[src/rtl/gpi_conditioner.sv]
// gpi_conditioner: synchronises and debounces raw pad inputs for the GPIO
// block's GPI port. It also flags rising and falling edges of the debounced
// bits through a write-1-to-clear status register and a level interrupt.
// Register access uses the common valid/ready request/response bus.
module gpi_conditioner #(
  parameter int WIDTH = 16,
  parameter int CNT_W = 16
) (
  input  logic             clk,
  input  logic             rst_n,
  input  logic [31:0]      addr_i,
  input  logic [31:0]      data_i,
  input  logic             we_i,
  output logic [31:0]      data_o,
  input  logic             req_valid_i,
  output logic             req_ready_o,
  output logic             rsp_valid_o,
  input  logic             rsp_ready_i,
  input  logic [WIDTH-1:0] pad_i,
  output logic [WIDTH-1:0] gpi_o,
  output logic             irq_o
);

  logic [WIDTH-1:0] sync1_q, sync2_q;
  logic [WIDTH-1:0] gpi_q, gpi_d;
  logic [WIDTH-1:0] prev_q;
  logic [CNT_W-1:0] cnt_q [WIDTH];
  logic [CNT_W-1:0] cnt_d [WIDTH];
  logic [CNT_W-1:0] thresh_q, thresh_d;
  logic [CNT_W-1:0] tlast;
  logic [WIDTH-1:0] en_rise_q, en_rise_d, en_fall_q, en_fall_d;
  logic [WIDTH-1:0] stat_rise_q, stat_rise_d, stat_fall_q, stat_fall_d;
  logic [WIDTH-1:0] rise, fall, clr_rise, clr_fall;
  logic             irq_q;
  logic             rsp_valid_q, rsp_valid_d;
  logic [31:0]      data_q, data_d;
  logic [31:0]      rdata;
  logic [15:0]      gpi16, en_rise16, en_fall16, stat_rise16, stat_fall16;
  logic             accept, wr;
  logic             unused_bits;

  assign unused_bits = ^{addr_i[31:4], addr_i[1:0], data_i};

  assign req_ready_o = ~rsp_valid_q | rsp_ready_i;
  assign accept      = req_valid_i & req_ready_o;
  assign wr          = accept & we_i;

  assign rsp_valid_o = rsp_valid_q;
  assign data_o      = data_q;
  assign gpi_o       = gpi_q;
  assign irq_o       = irq_q;

  // A threshold of 0 behaves like 1, so the terminal count is T-1 with T>=1
  assign tlast = (thresh_q == '0) ? '0 : thresh_q - CNT_W'(1);

  // Two-flop synchroniser per pad bit
  always_ff @(posedge clk or negedge rst_n) begin
    if (!rst_n) begin
      sync1_q <= '0;
      sync2_q <= '0;
    end else begin
      sync1_q <= pad_i;
      sync2_q <= sync1_q;
    end
  end

  // Per-bit debounce: adopt the new level after T consecutive mismatching cycles
  always_comb begin
    gpi_d = gpi_q;
    cnt_d = cnt_q;
    for (int unsigned i = 0; i < WIDTH; i++) begin
      if (sync2_q[i] == gpi_q[i]) begin
        cnt_d[i] = '0;
      end else if (cnt_q[i] == tlast) begin
        gpi_d[i] = sync2_q[i];
        cnt_d[i] = '0;
      end else begin
        cnt_d[i] = cnt_q[i] + CNT_W'(1);
      end
    end
  end

  // Debounce counters and the clean output, plus its one-cycle history
  always_ff @(posedge clk or negedge rst_n) begin
    if (!rst_n) begin
      gpi_q  <= '0;
      prev_q <= '0;
      for (int unsigned i = 0; i < WIDTH; i++) cnt_q[i] <= '0;
    end else begin
      gpi_q  <= gpi_d;
      prev_q <= gpi_q;
      cnt_q  <= cnt_d;
    end
  end

  assign rise = gpi_q & ~prev_q;
  assign fall = ~gpi_q & prev_q;

  // Widen per-bit fields to the 16-bit register halves; unused bits read 0
  always_comb begin
    gpi16       = '0;
    en_rise16   = '0;
    en_fall16   = '0;
    stat_rise16 = '0;
    stat_fall16 = '0;
    gpi16[WIDTH-1:0]       = gpi_q;
    en_rise16[WIDTH-1:0]   = en_rise_q;
    en_fall16[WIDTH-1:0]   = en_fall_q;
    stat_rise16[WIDTH-1:0] = stat_rise_q;
    stat_fall16[WIDTH-1:0] = stat_fall_q;
  end

  // Read mux
  always_comb begin
    rdata = '0;
    case (addr_i[3:2])
      2'd0:    rdata = 32'(thresh_q);
      2'd1:    rdata = {en_fall16, en_rise16};
      2'd2:    rdata = {stat_fall16, stat_rise16};
      default: rdata = {16'h0000, gpi16};
    endcase
  end

  // Register writes and status update; a new edge outranks a same-cycle clear
  always_comb begin
    thresh_d  = thresh_q;
    en_rise_d = en_rise_q;
    en_fall_d = en_fall_q;
    clr_rise  = '0;
    clr_fall  = '0;
    if (wr) begin
      case (addr_i[3:2])
        2'd0: thresh_d = data_i[CNT_W-1:0];
        2'd1: begin
          en_rise_d = data_i[WIDTH-1:0];
          en_fall_d = data_i[16 +: WIDTH];
        end
        2'd2: begin
          clr_rise = data_i[WIDTH-1:0];
          clr_fall = data_i[16 +: WIDTH];
        end
        default: ;
      endcase
    end
    stat_rise_d = (stat_rise_q & ~clr_rise) | (rise & en_rise_q);
    stat_fall_d = (stat_fall_q & ~clr_fall) | (fall & en_fall_q);
  end

  // Response channel next state
  always_comb begin
    rsp_valid_d = rsp_valid_q;
    data_d      = data_q;
    if (accept) begin
      rsp_valid_d = 1'b1;
      data_d      = we_i ? '0 : rdata;
    end else if (rsp_ready_i) begin
      rsp_valid_d = 1'b0;
    end
  end

  // Control/status registers, interrupt and response registers
  always_ff @(posedge clk or negedge rst_n) begin
    if (!rst_n) begin
      thresh_q    <= '0;
      en_rise_q   <= '0;
      en_fall_q   <= '0;
      stat_rise_q <= '0;
      stat_fall_q <= '0;
      irq_q       <= 1'b0;
      rsp_valid_q <= 1'b0;
      data_q      <= '0;
    end else begin
      thresh_q    <= thresh_d;
      en_rise_q   <= en_rise_d;
      en_fall_q   <= en_fall_d;
      stat_rise_q <= stat_rise_d;
      stat_fall_q <= stat_fall_d;
      irq_q       <= |{stat_rise_q, stat_fall_q};
      rsp_valid_q <= rsp_valid_d;
      data_q      <= data_d;
    end
  end

endmodule

[config.mk]
export PLATFORM = sky130hd
export DESIGN_NAME = gpi_conditioner
export DESIGN_NICKNAME = d
export VERILOG_FILES = /design/src/rtl/gpi_conditioner.sv
export SDC_FILE = /design/constraint.sdc
export NUM_CORES = 1
export LEC_CHECK = 0
export BUFFER_PORTS_ARGS = -buffer_cell sky130_fd_sc_hd__clkbuf_2
export CAP_MARGIN = 0
export CORE_MARGIN = 3
export CORE_UTILIZATION = 32
export DETAILED_ROUTE_END_ITERATION = 7
export SLEW_MARGIN = 20
export SYNTH_ARGS = -nofsm -noshare
export SYNTH_HDL_FRONTEND = slang
export SYNTH_SLANG_ARGS = --single-unit
[constraint.sdc]
create_clock -name clk -period 4.05 [get_ports clk]
set_input_delay 0.405 -clock clk [delete_from_list [all_inputs] [get_ports clk]]
set_output_delay 0.405 -clock clk [all_outputs]
set_load 0.005 [all_outputs]
==> results of run 1 <==
-- power by group --
part           switching, mW  internal [mW]  total, mW
combinational           2.54           1.79       4.33
sequential             0.749           4.87       5.61
clock                   1.84           2.73       4.57
-- what timing repair did --
action	in CTS	in global routing
endpoints found under the hold margin	117	0
buffers inserted	0	0
hold buffers	18	0
-- logic make-up (layout without fill, tap and decap cells) --
group / after synthesis / count (layout) / share of synthesized area [%]
AND/OR/NAND/NOR: 1026 / 1026 / 20.3
buffers and inverters: 192 / 412 / 3.41
multiplexers: 91 / 91 / 4.94
AO/OA/AOI/OAI: 390 / 390 / 11.8
flip-flops: 434 / 434 / 45.0
XOR/XNOR: 376 / 376 / 13.6
adder cells (fa/ha/maj): 17 / 17 / 0.881
-- cell type report --
type | count | area share [%]
Clock buffer | 70 | 5.04
Sequential cell | 434 | 38.1
Inverter | 43 | 0.566
Timing Repair Buffer | 278 | 7.42
Tap cell | 969 | 4.25
Multi-Input combinational cell | 1900 | 43.8
Clock inverter | 21 | 0.829
-- flip-flops by register name, indices dropped and copies added (netlist names) --
signal,count
en_fall16,16
irq_o,1
gpi_o,16
rsp_valid_o,1
prev_q,16
data_o,32
stat_rise16,16
en_rise16,16
sync2_q,16
sync1_q,16
stat_fall16,16
cnt_q,256
thresh_q,16
-- layer usage --
layer	vias to the layer above	GRT usage [%]
li1	9269	-
met1	10000	26.5
met2	763	30.1
met3	200	3.17
met4	0	7.60
met5	-	0
-- cells in the mapped netlist (17+ instances only) --
library cell and instances:
sky130_fd_sc_hd__nor2_2 20, sky130_fd_sc_hd__nor2_1 360, sky130_fd_sc_hd__buf_2 31, sky130_fd_sc_hd__mux2_2 65
sky130_fd_sc_hd__a31oi_1 18, sky130_fd_sc_hd__a22o_1 28, sky130_fd_sc_hd__nand2_1 222, sky130_fd_sc_hd__nand3_1 130
sky130_fd_sc_hd__or4_1 19, sky130_fd_sc_hd__dfrtp_1 434, sky130_fd_sc_hd__xnor2_1 195, sky130_fd_sc_hd__nor4_1 38
sky130_fd_sc_hd__nor3_1 56, sky130_fd_sc_hd__ha_1 17, sky130_fd_sc_hd__clkbuf_1 98, sky130_fd_sc_hd__a21oi_1 56
sky130_fd_sc_hd__inv_1 43, sky130_fd_sc_hd__a22oi_1 22, sky130_fd_sc_hd__o21ai_0 90, sky130_fd_sc_hd__and3_1 41
sky130_fd_sc_hd__nand4_1 62, sky130_fd_sc_hd__xor2_1 181, sky130_fd_sc_hd__a211oi_1 18
-- worst reg2reg max path, delay by kind of cell, from the launching register on --
| family | cells | cell delay [ns] |
|---|---|---|
| simple gates | 4 | 1.82 |
| mux | 1 | 0.36 |
| flops | 1 | 0.53 |
| compound gates | 2 | 0.47 |
| buf+inv | 3 | 0.64 |
-- final timing paths --
| kind | start | endpoint | slack [ns] | cells after the start |
|---|---|---|---|---|
| worst max-delay path | thresh_q[5] | gpi_o[15] | 0.11 | 10 |
| worst min-delay path | data_i[26] | en_fall16[10] | 0.07 | 2 |
| worst max register to register | thresh_q[5] | gpi_o[15] | 0.11 | 10 |
| worst min register to register | sync1_q[4] | sync2_q[4] | 0.34 | 0 |
| max in group asynchronous | rst_n | cnt_q[43] | 2.49 | 3 |
| min in group asynchronous | rst_n | data_o[29] | 0.46 | 2 |
==> key figures, run 1 <==
Run status
  – Status: finished, final reports clean

GRT
  – Maximum number of pins on one net before global-route repair: 108
  – Global-route wire length before repair: 118 mm
  – Antenna violations before repair: 1
  – Vias in the first global route: 19.3k
  – Aggregate global routing overflow: 0
  – Tot GR Track Use: 19.2%

STA
  – Setup Total Neg Slack: 0 ns
  – Final count of hold timing violations: 0
  – Fin crit period: 3.94 ns
  – Final worst path period share: 97.2%
  – Setup violation total in the final timing report: 0
  – Count of pins over their slew limit: 0
  – Post-route worst setup slack: 0.114 ns
  – Worst Clk Skew: 0.0122 ns
  – Worst Tran Pin Value: 1.05 ns
  – Tightest hold margin: 0.0664 ns
  – Setup repair after global routing missed its margin: false
  – Worst max-slew margin expressed relative to the limit: 30.0%
  – Peak clock frequency supported by timing: 0.254 GHz

Worst setup path
  – Delay contributed by the slowest stage of the critical path: 0.63 ns
  – Largest fanout on the critical path: 8
  – Gate family responsible for the most delay along the worst path: simple AND/OR/NAND/NOR gates
  – Critical Path Slowest Stage Cell: sky130_fd_sc_hd__or4_1
  – Element type at the critical path start: register
  – Worst endpoint required time: 4.52 ns
  – Sort of element at the end of the critical path: register
  – Data arrival time of the worst path: 4.40 ns
  – Most numerous cell on the critical path: sky130_fd_sc_hd__buf_4
  – Critical path class: reg2reg
  – Worst-path cell chain: buf_4, or4_1, or2_2, a21oi_1, buf_4, buf_4, a21oi_1, or4_1, nor2_1, mux2_2
  – Buffer and inverter count on the worst path: 3

Synthesis
  – Gate count after technology mapping: 2526
  – Distinct cells, synth: 86
  – Top flip-flop cell by instance count after synthesis: sky130_fd_sc_hd__dfrtp_1
  – Cell accounting for the most synthesized area: sky130_fd_sc_hd__dfrtp_1
  – Top area cells in the synthesized netlist: sky130_fd_sc_hd__dfrtp_1 (45%), sky130_fd_sc_hd__xnor2_1 (7.1%), sky130_fd_sc_hd__xor2_1 (6.6%)
  – Cell area after synthesis: 24200 µm²
  – Share of synthesized flip-flops with an asynchronous set or reset: 100%
  – Number of enable-type register cells in the synthesized netlist: 0
  – Flops & latches, synth: 434
  – Per-instance average area after synthesis: 9.56 µm²
  – Number of nets produced by synthesis: 2628
  – Synth Warn #: 0
  – Area share of the largest cell type after synthesis: 45.0%
  – Sequential area share after synthesis: 45.0%

Clock network
  – Latest clock arrival within the worst-skew pair: 0.59 ns
  – Gates resized, CTS repair: 0
  – CTS clk-pin slew, worst paths: 0.06 ns
  – Number of buffers on the longest clock path: 3
  – Number of buffers created by CTS: 50
  – Sink Count: 434
  – CTS root buf: sky130_fd_sc_hd__clkbuf_16
  – TritonCTS clock tree: done
  – CTS HTree Levels: 2

Flow run
  – Number of maximum-capacitance violations: 0

Routing
  – Detail-routed via count per cell: 5.46
  – Residual antenna-violating net count after detailed routing: 0
  – Vias after detailed routing: 20.3k
  – Routed length on met2: 34.6 mm
  – Highest metal layer with signal wires: met4
  – Wire length on met1: 34.0 mm
  – DRC: 0
  – Length of the first detailed-routing pass in iterations: 6
  – Total wire length: 77.3 mm
  – Average wire per cell in the routed design: 20.8 µm
  – Met3 routed WL: 5.38 mm
  – DRC violation total after the first TritonRoute iteration: 2067

Cells and area
  – Most frequent cells in the layout: sky130_fd_sc_hd__dfrtp_1 (434), sky130_fd_sc_hd__nor2_1 (358), sky130_fd_sc_hd__nand2_1 (222)
  – Area taken by flip-flops and latches: 10900 µm²
  – Antenna diode count: 0
  – Core occupancy in the finished layout: 38.3%
  – Multi-input gate area in the final layout: 12500 µm²
  – Fraction of final layout cells sized beyond drive strength 1: 17.8%
  – Layout net count: 2809
  – Most common cell after layout, fill and taps aside: sky130_fd_sc_hd__dfrtp_1
  – Non-filler instance count after layout: 3715
  – Final non-filler cell area: 28500 µm²
  – Fill cell total of the finished layout: 7394
  – Layout overhead on the synthesized area: 18.2%

Pwr
  – Post-layout power: 14.5 mW
  – Worst vdd rail ir drop: 288 µV
  – Leakage power of the design: 12.0 nW
  – Power density normalized to cell area: 509 nW/µm²

Place
  – Last weighted congestion value of the routability-driven placer: 0.974
  – Worst setup slack before clock tree synthesis: 0.225 ns
  – Post-placement cell area: 26700 µm²
  – Detail Placement HPWL: 56.3 mm
  – Count of buffers inserted at the top-level ports: 105
  – Cell count after placement: 3606

Die
  – Total Die Area: 78800 µm²
  – Number of core rows: 100
  – Die Y-Extent: 281 µm
  – Ports: 136
  – Area inside the core boundary: 74600 µm²
  – Starting Density: 32.4%
  – Die width: 281 µm

Worst hold path
  – Worst Hold Class: in2reg
Note: power is estimated with default switching activity, not from simulation.
==> run 2, diff against run 1 <==
--- a/config.mk
+++ b/config.mk
@@ -5,8 +5,8 @@
 export SDC_FILE = /design/constraint.sdc
 export NUM_CORES = 1
 export LEC_CHECK = 0
+export ABC_AREA = 1
 export BUFFER_PORTS_ARGS = -buffer_cell sky130_fd_sc_hd__clkbuf_2
-export CAP_MARGIN = 0
 export CORE_MARGIN = 3
 export CORE_UTILIZATION = 32
 export DETAILED_ROUTE_END_ITERATION = 7
==> run 2 against run 1 <==
Effect of this change:
- register-to-register slack gained 0.21 ns
- routed wire length grew 28%
- count of clock-buffer cells in the layout shrank 3
- power grew 8.0%
- highest routed layer unchanged
- flip-flop and latch count is the same
- setup slack gained 0.21 ns
- largest power group is now combinational cells
- critical path depth grew 3
==> key figures, run 2 <==
Run status
  – Status: finished, final reports clean (unchanged)

Clock network
  – Number of buffers on the longest clock path: 3 (unchanged)
  – Latest clock arrival within the worst-skew pair: 0.63 ns (was 0.59 ns)
  – CTS clk-pin slew, worst paths: 0.06 ns (about the same)
  – CTS root buf: sky130_fd_sc_hd__clkbuf_16 (unchanged)
  – Setup repair bufs after CTS: 0 (unchanged)
  – CTS HTree Levels: 2 (unchanged)
  – Number of buffers created by CTS: 51 (was 50)
  – TritonCTS clock tree: done (unchanged)
  – Sink Count: 434 (unchanged)

Cells and area
  – Core occupancy in the finished layout: 37.0% (was 38.3%)
  – Most frequent cells in the layout: sky130_fd_sc_hd__nand2_1 (1177), sky130_fd_sc_hd__nor2_1 (583), sky130_fd_sc_hd__inv_1 (524) (was sky130_fd_sc_hd__dfrtp_1 (434), sky130_fd_sc_hd__nor2_1 (358), sky130_fd_sc_hd__nand2_1 (222))
  – Final non-filler cell area: 31800 µm² (was 28500 µm²)
  – Biggest register: cnt_q (unchanged)
  – Layout overhead on the synthesized area: 13.9% (was 18.2%)
  – Non-filler instance count after layout: 5402 (was 3715)
  – Most common cell after layout, fill and taps aside: sky130_fd_sc_hd__nand2_1 (was sky130_fd_sc_hd__dfrtp_1)
  – Layout net count: 4325 (was 2809)
  – Fill cell total of the finished layout: 9142 (was 7394)
  – Flip-flop count of the largest register, all copies and words added: 256 (unchanged)
  – Fraction of final layout cells sized beyond drive strength 1: 7.73% (was 17.8%)

Die
  – Starting Density: 32.5% (was 32.4%)
  – Die Y-Extent: 301 µm (was 281 µm)
  – Total Die Area: 90800 µm² (was 78800 µm²)
  – Area inside the core boundary: 85800 µm² (was 74600 µm²)
  – Die width: 301 µm (was 281 µm)
  – Ports: 136 (unchanged)
  – Number of core rows: 107 (was 100)

Synthesis
  – Top area cells in the synthesized netlist: sky130_fd_sc_hd__dfrtp_1 (39%), sky130_fd_sc_hd__nand2_1 (16%), sky130_fd_sc_hd__nor2_1 (7.9%) (was sky130_fd_sc_hd__dfrtp_1 (45%), sky130_fd_sc_hd__xnor2_1 (7.1%), sky130_fd_sc_hd__xor2_1 (6.6%))
  – Share of synthesized flip-flops with an asynchronous set or reset: 100% (unchanged)
  – Cell area after synthesis: 27900 µm² (was 24200 µm²)
  – Sequential area share after synthesis: 38.9% (was 45.0%)
  – Number of enable-type register cells in the synthesized netlist: 0 (unchanged)
  – Gate count after technology mapping: 4104 (was 2526)
  – Cell accounting for the most synthesized area: sky130_fd_sc_hd__dfrtp_1 (unchanged)
  – Flops & latches, synth: 434 (unchanged)
  – Number of nets produced by synthesis: 4206 (was 2628)
  – Per-instance average area after synthesis: 6.80 µm² (was 9.56 µm²)
  – Synth Warn #: 0 (unchanged)
  – Area share of the largest cell type after synthesis: 38.9% (was 45.0%)
  – Distinct cells, synth: 42 (was 86)
  – Top flip-flop cell by instance count after synthesis: sky130_fd_sc_hd__dfrtp_1 (unchanged)
  – Library cell with the highest instance count after synthesis: sky130_fd_sc_hd__nand2_1 (was sky130_fd_sc_hd__dfrtp_1)
  – Most used standard cells in the synthesized netlist: sky130_fd_sc_hd__nand2_1 (1179), sky130_fd_sc_hd__nor2_1 (585), sky130_fd_sc_hd__inv_1 (524) (was sky130_fd_sc_hd__dfrtp_1 (434), sky130_fd_sc_hd__nor2_1 (360), sky130_fd_sc_hd__nand2_1 (222))

Routing
  – Vias after detailed routing: 27.5k (was 20.3k)
  – Detail-routed via count per cell: 5.09 (was 5.46)
  – Total wire length: 99.3 mm (was 77.3 mm)
  – Residual antenna-violating net count after detailed routing: 0 (unchanged)
  – Average wire per cell in the routed design: 18.4 µm (was 20.8 µm)
  – DRC violation total after the first TritonRoute iteration: 2320 (was 2067)
  – Length of the first detailed-routing pass in iterations: 8 (was 6)
  – DRC: 0 (unchanged)

STA
  – Final worst path period share: 91.9% (was 97.2%)
  – Post-route worst setup slack: 0.326 ns (was 0.114 ns)
  – Count of pins over their slew limit: 0 (unchanged)
  – Setup repair after global routing missed its margin: false (unchanged)
  – Worst Tran Pin Value: 0.933 ns (was 1.05 ns)
  – Setup Total Neg Slack: 0 ns (unchanged)
  – Setup violation total in the final timing report: 0 (unchanged)
  – Worst Clk Skew: 0.0359 ns (was 0.0122 ns)
  – Tightest hold margin: 0.0428 ns (was 0.0664 ns)
  – Peak clock frequency supported by timing: 0.269 GHz (was 0.254 GHz)
  – Final count of hold timing violations: 0 (unchanged)
  – Fin crit period: 3.72 ns (was 3.94 ns)
  – Worst max-slew margin expressed relative to the limit: 37.8% (was 30.0%)

Place
  – Count of buffers inserted at the top-level ports: 105 (unchanged)
  – Cell count after placement: 5297 (was 3606)
  – Detail Placement HPWL: 66.2 mm (was 56.3 mm)
  – Worst setup slack before clock tree synthesis: 0.324 ns (was 0.225 ns)
  – Last weighted congestion value of the routability-driven placer: 0.927 (was 0.974)
  – Post-placement cell area: 29900 µm² (was 26700 µm²)

Pwr
  – Worst vdd rail ir drop: 358 µV (was 288 µV)
  – Power density normalized to cell area: 493 nW/µm² (was 509 nW/µm²)
  – Post-layout power: 15.7 mW (was 14.5 mW)
  – Leakage power of the design: 16.0 nW (was 12.0 nW)

GRT
  – Antenna violations before repair: 0 (was 1)
  – Tot GR Track Use: 21.6% (was 19.2%)
  – Global-route wire length before repair: 152 mm (was 118 mm)
  – Maximum number of pins on one net before global-route repair: 99 (was 108)
  – Vias in the first global route: 25.6k (was 19.3k)
  – Aggregate global routing overflow: 0 (unchanged)

Worst setup path
  – Delay contributed by the slowest stage of the critical path: 0.62 ns (was 0.63 ns)
  – Sort of element at the end of the critical path: register (unchanged)
  – Worst-path cell chain: inv_1, buf_4, nand2_1, nor2_1, nand3_2, nand3_4, nand2_1, nand2_1, nand2_1, nor2_1, nand3_1, nand2_1, nor2_1 (was buf_4, or4_1, or2_2, a21oi_1, buf_4, buf_4, a21oi_1, or4_1, nor2_1, mux2_2)
  – Data arrival time of the worst path: 4.22 ns (was 4.40 ns)
  – Largest fanout on the critical path: 21 (was 8)
  – Critical path class: reg2reg (unchanged)
  – Worst endpoint required time: 4.54 ns (was 4.52 ns)
  – Critical Path Slowest Stage Cell: sky130_fd_sc_hd__nand3_4 (was sky130_fd_sc_hd__or4_1)
  – Most numerous cell on the critical path: sky130_fd_sc_hd__nand2_1 (was sky130_fd_sc_hd__buf_4)
  – Element type at the critical path start: register (unchanged)
  – Worst reg-to-reg setup slack: 0.33 ns (was 0.11 ns)
  – Capturing point of the worst reg2reg path: cnt_q[165] (was gpi_o[15])
  – Start of the worst register-to-register path: thresh_q[0] (was thresh_q[5])
  – Depth of the worst register-to-register path: 13 (was 10)

Worst hold path
  – Worst Hold Class: in2reg (unchanged)
  – Terminating pin of the worst hold path: en_fall16[0] (was en_fall16[10])
  – HP Start: data_i[16] (was data_i[26])
  – Worst Hold Depth: 3 (was 2)

Flow run
  – Number of maximum-capacitance violations: 0 (unchanged)
==> run 2: cell type report <==
cell class | count | area (µm²) | area share (%)
diodes | 1 | 2.50 | 0.00787
clock buffers | 67 | 1430 | 4.49
clock inverters | 20 | 274 | 0.862
inverters | 531 | 1990 | 6.27
multi-input cells | 3006 | 14400 | 45.4
flip-flops and latches | 434 | 10900 | 34.2
well taps | 1144 | 1430 | 4.50
repair buffers | 199 | 1370 | 4.32
==> run 2: critical path, delay by kind of cell (launching register included) <==
kind | cells | cell delay [ns]
buf+inv | 2 | 0.52
flops | 1 | 0.40
simple gates | 11 | 2.64
==> run 2: how the worst max path moves through the flow <==
stage	from	endpoint	slack (ns)	cells after the start
floorplan	thresh_q[0]	cnt_q[18]	1.14	16
global placement	thresh_q[1]	cnt_q[34]	0.38	13
detailed placement	thresh_q[1]	cnt_q[42]	0.32	13
CTS	thresh_q[1]	cnt_q[42]	0.31	13
global route	thresh_q[1]	cnt_q[18]	0.11	13
finish	thresh_q[0]	cnt_q[165]	0.33	13
==> run 2: timing repair <==
item,in CTS,in global routing
resized for setup,0,1
hold buffers,17,0
hold endpoints to repair,106,0
endpoints found under the setup margin,0,12
==> run 2: per-layer routing <==
layer | share of wire [%] | vias to the layer above | GRT usage [%]
met5 | 0 | - | 0
met4 | 4.3 | 0 | 8.44
met3 | 7.8 | 234 | 3.77
met2 | 44 | 1012 | 33.9
met1 | 44 | 12900 | 29.5
li1 | - | 13400 | -
==> run 2: logic make-up (layout without fill, tap and decap cells) <==
family	after synthesis	count (layout)	share of synthesized area, %
simple gates	2590	2590	40.6
flops	434	434	38.9
compound gates	239	239	5.20
other cells	0	1	0
fa+ha+maj	17	17	0.762
xor+xnor	160	160	5.02
buf+inv	664	817	9.54
==> run 2: power breakdown <==
part | internal (mW) | switching [mW] | total (mW)
registers | 4.82 | 0.441 | 5.26
clock network | 2.79 | 1.96 | 4.75
logic | 1.65 | 4.01 | 5.66
==> run 3, diff against run 2 <==
--- a/config.mk
+++ b/config.mk
@@ -10,6 +10,7 @@
 export CORE_MARGIN = 3
 export CORE_UTILIZATION = 32
 export DETAILED_ROUTE_END_ITERATION = 7
+export REMOVE_ABC_BUFFERS = 1
 export SLEW_MARGIN = 20
 export SYNTH_ARGS = -nofsm -noshare
 export SYNTH_HDL_FRONTEND = slang
==> run 3 against run 2 <==
Effect of this change:
- critical path depth unchanged
- clock power down 5.7%
- die area unchanged
- flip-flop and latch count unchanged
- global-route usage down 0.24 points
- combinational power about the same
- design area down 0.13%
- largest power group unchanged
==> key figures, run 3 (synthesis results as in run 2) <==
Run status
  – Status: finished, final reports clean (unchanged)

Clock network
  – CTS clk-pin slew, worst paths: 0.06 ns (about the same)
  – CTS HTree Levels: 2 (unchanged)
  – Gates resized, CTS repair: 0 (unchanged)
  – CTS root buf: sky130_fd_sc_hd__clkbuf_16 (unchanged)
  – TritonCTS clock tree: done (unchanged)
  – Number of buffers created by CTS: 51 (unchanged)
  – Number of buffers on the longest clock path: 3 (unchanged)
  – Sink Count: 434 (unchanged)
  – Latest clock arrival within the worst-skew pair: 0.61 ns (was 0.63 ns)

Die
  – Area inside the core boundary: 85800 µm² (unchanged)
  – Total Die Area: 90800 µm² (unchanged)
  – Die width: 301 µm (unchanged)
  – Number of core rows: 107 (unchanged)
  – Starting Density: 32.5% (unchanged)
  – Ports: 136 (unchanged)
  – Die Y-Extent: 301 µm (unchanged)

GRT
  – Global-route wire length before repair: 151 mm (was 152 mm)
  – Vias in the first global route: 26.1k (was 25.6k)
  – Tot GR Track Use: 21.3% (was 21.6%)
  – Antenna violations before repair: 0 (unchanged)
  – Maximum number of pins on one net before global-route repair: 95 (was 99)
  – Aggregate global routing overflow: 0 (unchanged)

Routing
  – Residual antenna-violating net count after detailed routing: 0 (unchanged)
  – DRC violation total after the first TritonRoute iteration: 2616 (was 2320)
  – DRC: 0 (unchanged)
  – Vias after detailed routing: 27.7k (was 27.5k)
  – Detail-routed via count per cell: 5.11 (was 5.09)
  – Length of the first detailed-routing pass in iterations: 6 (was 8)
  – Total wire length: 97.7 mm (was 99.3 mm)
  – Average wire per cell in the routed design: 18.0 µm (was 18.4 µm)

Place
  – Cell count after placement: 5304 (was 5297)
  – Detail Placement HPWL: 65.5 mm (was 66.2 mm)
  – Last weighted congestion value of the routability-driven placer: 0.898 (was 0.927)
  – Count of buffers inserted at the top-level ports: 105 (unchanged)

Cells and area
  – Layout net count: 4332 (was 4325)
  – Most frequent cells in the layout: sky130_fd_sc_hd__nand2_1 (1176), sky130_fd_sc_hd__nor2_1 (583), sky130_fd_sc_hd__inv_1 (524) (was sky130_fd_sc_hd__nand2_1 (1177), sky130_fd_sc_hd__nor2_1 (583), sky130_fd_sc_hd__inv_1 (524))
  – Most common cell after layout, fill and taps aside: sky130_fd_sc_hd__nand2_1 (unchanged)
  – Flip-flop count of the largest register, all copies and words added: 256 (unchanged)
  – Fraction of final layout cells sized beyond drive strength 1: 7.87% (was 7.73%)
  – Layout overhead on the synthesized area: 13.7% (was 13.9%)
  – Non-filler instance count after layout: 5414 (was 5402)
  – Biggest register: cnt_q (unchanged)
  – Antenna diode count: 0 (was 1)
  – Core occupancy in the finished layout: 37.0% (about the same)

Worst setup path
  – Sort of element at the end of the critical path: register (unchanged)
  – Critical Path Slowest Stage Cell: sky130_fd_sc_hd__nor2_1 (was sky130_fd_sc_hd__nand3_4)
  – Gate family responsible for the most delay along the worst path: simple AND/OR/NAND/NOR gates (unchanged)
  – Most numerous cell on the critical path: sky130_fd_sc_hd__nand2_1 (unchanged)
  – Worst-path cell chain: inv_1, buf_4, nand2_1, nor2_4, nand2_1, nand2_1, nand3_2, nand2_1, nand2_1, nor2_1, nand3_1, nor2_1, nor2_1 (was inv_1, buf_4, nand2_1, nor2_1, nand3_2, nand3_4, nand2_1, nand2_1, nand2_1, nor2_1, nand3_1, nand2_1, nor2_1)
  – Largest fanout on the critical path: 21 (unchanged)
  – Buffer and inverter count on the worst path: 2 (unchanged)
  – Worst endpoint required time: 4.49 ns (was 4.54 ns)
  – Data arrival time of the worst path: 4.15 ns (was 4.22 ns)
  – Delay contributed by the slowest stage of the critical path: 0.67 ns (was 0.62 ns)
  – Element type at the critical path start: register (unchanged)
  – Critical path class: reg2reg (unchanged)

STA
  – Fin crit period: 3.70 ns (was 3.72 ns)
  – Final worst path period share: 91.5% (was 91.9%)
  – Setup violation total in the final timing report: 0 (unchanged)
  – Count of pins over their slew limit: 0 (unchanged)
  – Final count of hold timing violations: 0 (unchanged)
  – Worst Clk Skew: 0.0296 ns (was 0.0359 ns)
  – Peak clock frequency supported by timing: 0.270 GHz (was 0.269 GHz)
  – Worst max-slew margin expressed relative to the limit: 36.9% (was 37.8%)
  – Setup Total Neg Slack: 0 ns (unchanged)
  – Worst Tran Pin Value: 0.941 ns (was 0.933 ns)
  – Setup repair after global routing missed its margin: false (unchanged)

Pwr
  – Post-layout power: 15.4 mW (was 15.7 mW)
  – Switching share of power: 41.1% (was 40.9%)
  – Proportion of power drawn by combinational gates: 36.8% (was 36.1%)
  – Leakage power of the design: 16.0 nW (about the same)
  – Power share of the clock group: 29.1% (was 30.3%)
  – Worst vdd rail ir drop: 291 µV (was 358 µV)
  – Power density normalized to cell area: 485 nW/µm² (was 493 nW/µm²)
  – Reported net switching power: 6.33 mW (was 6.41 mW)
  – Internal Power: 9.07 mW (was 9.26 mW)
  – Relative contribution of sequential cells to total power: 34.2% (was 33.6%)

Flow run
  – Number of maximum-capacitance violations: 0 (unchanged)

Worst hold path
  – Worst Hold Class: in2reg (unchanged)
[run 3: cell count changes in the layout (fill, tap and decap cells not counted), sizes merged]
cell and delta:
buf +7, diode -1, bufinv -3, clkinvlp +2, clkbuf +5, clkinv +3, inv -1
[run 3: metal layers]
layer	GRT usage (%)	up-vias	wire length, µm
met2	32.1	1147	40800
met5	0	-	0
met3	3.51	263	8750
met1	30.3	12900	43800
li1	-	13400	-
met4	8.78	0	4340
[run 3: metrics by stage]
stage / setup WS (ns) / area [µm²] / hold WS, ns
after floorplan: -0.247 / 27200 / 0.109
after CTS: 0.319 / 31700 / 0.0343
final: 0.346 / 31700 / 0.0641
after detailed placement: 0.363 / 29900 / 0.335
after global routing: 0.0291 / 31700 / 0.0715
after global placement: 0.433 / 29900 / 0.333
[run 3: final cells by class]
| type | instances | area (µm²) |
|---|---|---|
| sequential | 434 | 10900 |
| timing repair buffer | 206 | 1410 |
| fill | 9054 | 54100 |
| clock inverter | 21 | 186 |
| clock buffer | 72 | 1430 |
| tap | 1144 | 1430 |
| inverter | 531 | 1990 |
| multi-input combinational | 3006 | 14400 |
[run 3: final timing paths]
| path | from | endpoint | slack (ns) | cells after the start |
|---|---|---|---|---|
| max reg2reg | thresh_q[0] | cnt_q[44] | 0.35 | 13 |
| min in group asynchronous | rst_n | cnt_q[129] | 0.45 | 2 |
| max in group asynchronous | rst_n | cnt_q[54] | 2.65 | 3 |
| min | data_i[17] | en_fall16[1] | 0.06 | 3 |
| max | thresh_q[0] | cnt_q[44] | 0.35 | 13 |
| min reg2reg | sync1_q[8] | sync2_q[8] | 0.35 | 0 |
[run 3: repair_timing]
| item | in CTS | in global routing |
|---|---|---|
| hold buffers | 17 | 0 |
| setup buffers | 0 | 0 |
| endpoints found under the hold margin | 103 | 0 |
[run 3: power by group through the flow]
stage / Sequential (mW) / Clock (mW) / Combinational (mW)
finish: 5.26 / 4.48 / 5.67
global route: 5.32 / 4.79 / 6.23
CTS: 5.25 / 4.61 / 5.55
detailed placement: 5.33 / 0 / 5.52
global placement: 5.32 / 0 / 5.47
floorplan: 5.18 / 0 / 3.34
[run 3: worst reg2reg max path, cell delays in order, from the launching register on]
cell and delay (ns):
sky130_fd_sc_hd__dfrtp_1 0.43, sky130_fd_sc_hd__inv_1 0.11, sky130_fd_sc_hd__buf_4 0.44, sky130_fd_sc_hd__nand2_1 0.27, sky130_fd_sc_hd__nor2_4 0.24, sky130_fd_sc_hd__nand2_1 0.08, sky130_fd_sc_hd__nand2_1 0.09, sky130_fd_sc_hd__nand3_2 0.56
sky130_fd_sc_hd__nand2_1 0.23, sky130_fd_sc_hd__nand2_1 0.12, sky130_fd_sc_hd__nor2_1 0.11, sky130_fd_sc_hd__nand3_1 0.08, sky130_fd_sc_hd__nor2_1 0.67, sky130_fd_sc_hd__nor2_1 0.11
